[config.mk]
export PLATFORM = sky130hd
export DESIGN_NAME = aes_dec_ctrl
export DESIGN_NICKNAME = d
export VERILOG_FILES = /design/src/rtl/aes_dec_ctrl.sv
export SDC_FILE = /design/constraint.sdc
export NUM_CORES = 2
export LEC_CHECK = 0
export ABC_CLOCK_PERIOD_IN_PS = 5300
export BUFFER_PORTS_ARGS = -buffer_cell sky130_fd_sc_hd__buf_4
export CAP_MARGIN = 20
export CORE_MARGIN = 10
export CORE_UTILIZATION = 63
export CTS_BUF_LIST = sky130_fd_sc_hd__clkbuf_4 sky130_fd_sc_hd__clkbuf_8 sky130_fd_sc_hd__clkbuf_16
export DETAILED_ROUTE_END_ITERATION = 10
export PLACE_DENSITY = 0.89
export SKIP_LAST_GASP = 1
export SYNTH_ARGS = -nofsm -noshare
export SYNTH_HDL_FRONTEND = slang
export SYNTH_HIERARCHICAL = 1
export SYNTH_SLANG_ARGS = --single-unit
[constraint.sdc]
create_clock -name clk -period 5.3 [get_ports clk]
set_clock_uncertainty 0.05 [all_clocks]
set_input_delay 1.59 -clock clk [delete_from_list [all_inputs] [get_ports clk]]
set_output_delay 1.59 -clock clk [all_outputs]
set_load 0.01 [all_outputs]
[src/rtl/aes_dec_ctrl.sv]
// aes_dec_ctrl: control wrapper around an iterative AES decryption core.
//   - Holds the round-key table (NUM_ROUNDS+1 x 128b). The table is written in IDLE only.
//     The core reads it combinationally by round index.
//   - Accepts one ciphertext block over a valid/ready handshake.
//   - Launches the core with a one-cycle start pulse and waits for done, bounded by TIMEOUT.
//   - Presents the plaintext on a valid/ready output. A new block is not taken while a
//     result is still pending.
// Ports:
//   clk, reset (sync, active high)
//   key_wr_en/key_wr_addr/key_wr_data, key_load_done : key table load
//   s_valid/s_data/s_ready                            : ciphertext in
//   m_valid/m_data/m_ready                            : plaintext out
//   core_start, core_data_in, core_key_in,
//   core_key_expansion_done, core_desired_round,
//   core_data_out, core_done                          : decryption core link
//   key_valid, busy, timeout_err, blk_count           : status

// One round-key entry. Cleared on reset; loaded when its write strobe fires.
module aes_dec_key_slot (
  input  logic         clk,
  input  logic         reset,
  input  logic         we,
  input  logic [127:0] wdata,
  output logic [127:0] q
);
  always_ff @(posedge clk) begin
    if (reset)   q <= '0;
    else if (we) q <= wdata;
  end
endmodule

module aes_dec_ctrl #(
  parameter int NUM_ROUNDS = 10,
  parameter int TIMEOUT    = 64
) (
  input  logic         clk,
  input  logic         reset,
  input  logic         key_wr_en,
  input  logic [3:0]   key_wr_addr,
  input  logic [127:0] key_wr_data,
  input  logic         key_load_done,
  input  logic         s_valid,
  input  logic [127:0] s_data,
  output logic         s_ready,
  output logic         m_valid,
  output logic [127:0] m_data,
  input  logic         m_ready,
  output logic         core_start,
  output logic [127:0] core_data_in,
  output logic [127:0] core_key_in,
  output logic         core_key_expansion_done,
  input  logic [3:0]   core_desired_round,
  input  logic [127:0] core_data_out,
  input  logic         core_done,
  output logic         key_valid,
  output logic         busy,
  output logic         timeout_err,
  output logic [15:0]  blk_count
);
  localparam int NK = NUM_ROUNDS + 1;
  localparam int CW = $clog2(TIMEOUT + 1);

  typedef enum logic [1:0] {IDLE, START, RUN} state_t;

  state_t                    state, state_n;
  logic [CW-1:0]             run_cnt;
  logic [NUM_ROUNDS:0][127:0] key_q;
  logic                      key_we, accept, fin, tmo;

  // Writes outside IDLE or beyond the last round are dropped silently.
  assign key_we = key_wr_en && (state == IDLE) && (key_wr_addr <= 4'(NUM_ROUNDS));

  for (genvar g = 0; g < NK; g++) begin : g_slot
    aes_dec_key_slot u_slot (
      .clk   (clk),
      .reset (reset),
      .we    (key_we && (key_wr_addr == 4'(g))),
      .wdata (key_wr_data),
      .q     (key_q[g])
    );
  end

  // Zero-latency key lookup; out-of-range rounds read as zero.
  always_comb begin
    core_key_in = '0;
    if (core_desired_round <= 4'(NUM_ROUNDS)) core_key_in = key_q[core_desired_round];
  end

  assign s_ready                 = (state == IDLE) && key_valid && !m_valid;
  assign core_start              = (state == START);
  assign busy                    = (state != IDLE);
  assign core_key_expansion_done = key_valid;

  always_comb begin
    state_n = state;
    accept  = 1'b0;
    fin     = 1'b0;
    tmo     = 1'b0;
    case (state)
      IDLE:  if (s_valid && s_ready) begin
               accept  = 1'b1;
               state_n = START;
             end
      START: state_n = RUN;
      RUN:   if (core_done) begin
               // done beats a timeout landing on the same cycle
               fin     = 1'b1;
               state_n = IDLE;
             end else if (run_cnt == CW'(TIMEOUT - 1)) begin
               tmo     = 1'b1;
               state_n = IDLE;
             end
      default: state_n = IDLE;
    endcase
  end

  always_ff @(posedge clk) begin
    if (reset) begin
      state        <= IDLE;
      run_cnt      <= '0;
      core_data_in <= '0;
      m_valid      <= 1'b0;
      m_data       <= '0;
      blk_count    <= '0;
      timeout_err  <= 1'b0;
      key_valid    <= 1'b0;
    end else begin
      state   <= state_n;
      run_cnt <= (state == RUN) ? run_cnt + CW'(1) : '0;
      if (accept) core_data_in <= s_data;
      if (fin) begin
        m_data    <= core_data_out;
        blk_count <= blk_count + 16'd1;
      end
      if (fin)                     m_valid <= 1'b1;
      else if (m_valid && m_ready) m_valid <= 1'b0;
      if (tmo) timeout_err <= 1'b1;
      // load_done wins over a same-cycle write so the table ends up valid
      if ((state == IDLE) && key_load_done) key_valid <= 1'b1;
      else if (key_we)                      key_valid <= 1'b0;
    end
  end
endmodule

## Word level (Yosys, flattened, before mapping)

Cells that the tools add are included.

- Register bits after elaboration: 1,692
- Bits of input ports: 399
- Output and inout bits: 407
- Logic and storage cells: 84

- Add/subtract/negate cells: 2
- $lt $le $gt $ge: 3
- Equality and inequality tests: 15
- Muxes and demuxes: 18
- Bitwise operators: 1
- Reductions and logical operators: 26

Operators with widths:

| kind | count |
|---|---|
| $bmux 128 s4 | 1 |
| $mux 128 | 2 |
| $logic_and 1x1->1 | 18 |
| $add 16x1->16 const B | 1 |
| $eq 4x3->1 const B | 4 |
| $eq 4x4->1 const B | 3 |
| $mux 1 | 11 |
| $eq 4x2->1 const B | 2 |
| $le 4x4->1 const B | 2 |
| $add 7x1->7 const B | 1 |
| $eq 7x6->1 const B | 1 |
| $mux 2 | 3 |
| $pmux 2 s3 | 1 |
| $reduce_bool 2->1 | 3 |
| $lt 4x5->1 const B | 1 |
| $eq 4x1->1 const B | 1 |
| $logic_not 4->1 | 1 |
| $ne 3x3->1 const B | 1 |
| $eq 2x1->1 const B | 1 |
| $eq 2x2->1 const B | 1 |
| $logic_not 2->1 | 1 |
| $ne 2x1->1 const B | 1 |
| $reduce_and 2->1 | 1 |
| $reduce_or 2->1 | 1 |
| 2 further kinds | 2 |

## Logic depth before layout (Yosys ltp)

- Depth in word-level cells: 6
- Depth in mapped cells: 8
- Mapped depth without buffers: 6

## By module

Netlist, hierarchy kept.

By module, submodules not included:

| module | instances | cells an instance | area each (µm²) | seq. area each (µm²) |
|---|---|---|---|---|
| aes_dec_key_slot | 11 | 412 | 4,652.0 | 2,562.5 |
| aes_dec_ctrl | 1 | 2,597 | 21,124.0 | 5,685.5 |

## Least setup slack after synthesis

Ideal clock, no wire load.

- Path kind: in2out
- Start point: input core_desired_round[0]
- End point: output core_key_in[101]
- Arrival time: 2,976 ps
- Required time: 3,660 ps
- Slack: 684 ps
- Cell stages on the path: 6
- Path buffers: 3
- Cell sequence: buf_4 > buf_2 > buf_2 > mux4_2 > o21ai_0 > o21ai_0

- Longest elaborated chain between the ends: 3
- Elaborated cells between the ends (all ways): 4
- Classes of those cells: order compare: 1; mux: 3

RTL lines:

| item | line | RTL |
|---|---|---|
| start, declared | 52 | `input logic [3:0] core_desired_round,` |
| $bmux 128 s4 | 86 | `if (core_desired_round <= 4'(NUM_ROUNDS)) core_key_in = key_q[core_desired_round];` |
| $mux 128 (implied by the code) | 86 |  |
| $mux 128 (*) | 86 |  |
| end, declared | 50 | `output logic [127:0] core_key_in,` |

Mark *: on every way between the ends. The rest lies on a longest branch, timed or not. The select of a mux whose other input is x is not followed.

## Worst setup path in the final report

- Start point: input core_desired_round[0]
- End point: output core_key_in[123]

Same word-level chain as after synthesis.

==> results.json <==
{
  "hold_class": "reg -> reg",
  "core_mm2": 0.114,
  "max_slew_margin": 0.305,
  "vias": 57800,
  "cts_tree": "yes",
  "min_period_over_period": 0.992,
  "numClockSinks": 1692,
  "use_met2": 0.629,
  "p_int_w": 0.0211,
  "postSynthAreaPerCell_um2": 10.1,
  "drc_errors": 0,
  "hold_start": "core_data_in[53]",
  "whs_ns": 0.406,
  "ctsHoldBuffers": 0,
  "maxCapViolCount": 0,
  "comb_power_share": 0.082,
  "cts_root_buffer": "clkbuf_16",
  "sequentialPowerShare": 0.468,
  "grt_pass1_vias": 58000,
  "post_cts_buffers": 0,
  "ys_seq_elements": 1692,
  "synth_top_cell_by_area": "dfxtp_1",
  "final_layout_size_suffix_gt1_frac": 0.181,
  "fill_cells": 7683,
  "dr.pass1.iters": 7,
  "top_usage_layer": "met2",
  "synth_cell_types": 37,
  "critical_path_required_ns": 3.66,
  "grt_pass1_wl_um": 379000,
  "path_class": "in -> out",
  "arrival_ns": 3.62,
  "yosys_warnings": 6,
  "ctsHtreeMaxLevel": 4,
  "worstSetupStartpointType": "input pin",
  "die_area_mm2": 0.129,
  "antenna_found_initial": 53,
  "final_common_cell": "mux2i_1",
  "grt.met1_usage": 0.418,
  "hpwl_um": 176000,
  "rsz0062_at_grt": "false",
  "endpoint_kind": "output port",
  "path_max_fanout": 23,
  "startpoint": "core_desired_round[0]",
  "max_freq_ghz": 0.190,
  "seq_area_frac_synth": 0.469,
  "slew_violations": 0,
  "status": "completed",
  "detail_route.wl_per_cell_um": 27.9,
  "p_clk_frac": 0.450,
  "min_period_ns": 5.26,
  "clock_path_buffers": 3,
  "worst_slew_pin_slew_ns": 1.04,
  "ir_drop_uv": 319,
  "syn_inst": 7129,
  "die_h_um": 359,
  "viasPerCell": 6.16,
  "synth_area_leaders": "dfxtp_1 47%, mux2i_1 25%, nor2_1 8.1%, mux4_2 4.0%, buf_12 4.0%",
  "p_leak_nw": 30.7,
  "cts_made_buffers": 170,
  "netSwitchingFraction": 0.241,
  "r2r-start": "state[1]",
  "setup_viol": 0,
  "grt_overflow": 0,
  "gr-usage-met3": 0.119,
  "syn-cell-area_mm2": 0.0723,
  "powerDensity_mw_per_mm2": 333,
  "dr.first_iter.drc_count": 6504,
  "power.switching_w": 0.00671,
  "hold_viol": 0,
  "gr-usage-all-layers": 0.391,
  "nNetsFinal": 8094,
  "synthToLayoutAreaGrowth_pct": 15.7,
  "ant_nets": 0,
  "synth_nets": 7530,
  "cts_resized": 0,
  "place_congestion": 1.06,
  "layout_common_cells": "1792 x mux2i_1, 1692 x dfxtp_1, 1554 x nor2_1",
  "initial_core_util": 0.633,
  "chipWidth_um": 359,
  "routed_wl_um": 262000,
  "clk_pin_slew_worst_paths_ns": 0.06,
  "synth_top_area_share": 0.469,
  "placementRows": 124,
  "portBuffers": 805,
  "pin_count": 806,
  "finalSetupTns_ns": 0,
  "clock_latency_ns": 0.77,
  "grt_max_degree": 134
}
[cell type report]
cell class,count,area [um2],share of cell area
well taps,1512,1890,0.0226
multi-input cells,4863,33700,0.403
repair buffers,961,8150,0.0974
diodes,55,138,0.00165
clock inverters,60,742,0.00887
inverters,5,21.3,0.000254
clock buffers,245,5110,0.0611
flip-flops and latches,1692,33900,0.405
[per-layer routing]
metal,part of all wire,wire [um]
met4,0.095,25100
met1,0.34,88300
met5,0.00014,37
met3,0.099,26000
met2,0.47,123000
[worst max-delay path, stage by stage]
cell and delay (ns):
buf_8 0.20, buf_12 0.26, buf_12 0.22, mux2i_1 0.09, a221oi_1 0.60, buf_4 0.21, o21ai_0 0.06, o21ai_0 0.14
buf_4 0.21
[power by group through the flow]
stage                     Sequential, W  Clock, W  Combinational, W
after floorplan                  0.0133         0           0.00114
after global placement           0.0133         0           0.00217
after detailed placement         0.0133         0           0.00221
after CTS                        0.0130    0.0126           0.00223
after global routing             0.0130    0.0131           0.00237
final                            0.0130    0.0125           0.00228
[stage by stage]
step / utilization / power, W / setup slack [ns] / instance area (um2) / instances
after floorplan: - / 0.0144 / 0.684 / 72300 / 7129
after global placement: 0.680 / 0.0155 / 0.136 / 77600 / 9032
after detailed placement: 0.680 / 0.0155 / 0.172 / 77600 / 9032
after CTS: 0.731 / 0.0278 / 0.128 / 83400 / 9337
after global routing: 0.732 / 0.0285 / 0.0618 / 83600 / 9381
final: 0.732 / 0.0278 / 0.0445 / 83600 / 9393
[state kept, by name, summed over array words and instances, names as in the netlist]
register                 cells
core_key_expansion_done      1
timeout_err                  1
g_slot.u_slot/q           1408
blk_count                   16
run_cnt                      7
state                        2
m_valid                      1
m_data                     128
core_data_in               128
[synthesized netlist by cell type (all sizes together)]
cell    number
xor2         6
o21ai      264
or3b         1
nand4        4
mux4       128
mux2i     1792
nor4         2
clkbuf     277
xnor2        7
nor3b        1
nor2b        3
nand2      528
nand3b       1
a221oi     128
or4          2
nor2      1562
and2b        1
a21oi      397
nor3         9
nor4b        1
nand4b       4
and3         1
nand2b       3
ha           2
buf        292
and2         1
nand3        7
dfxtp     1692
or3          7
and3b        1
inv          5
[cell families after synthesis]
| logic type | Yosys count | synth area share |
|---|---|---|
| simple gates | 2139 | 0.113 |
| mux | 1920 | 0.288 |
| flops | 1692 | 0.469 |
| compound gates | 789 | 0.0613 |
| buf+inv | 574 | 0.0672 |
| xor+xnor | 13 | 0.00157 |
| fa+ha+maj | 2 | 0.000346 |
[worst paths after layout]
kind         slack [ns]                 endpoint  cells after the start
min                0.41         core_data_in[53]                      2
min reg2reg        0.41         core_data_in[53]                      2
max reg2reg        2.18  g_slot[2].u_slot/q[108]                      7
max                0.04         core_key_in[123]                      9
(Power assumes the default switching activity.)
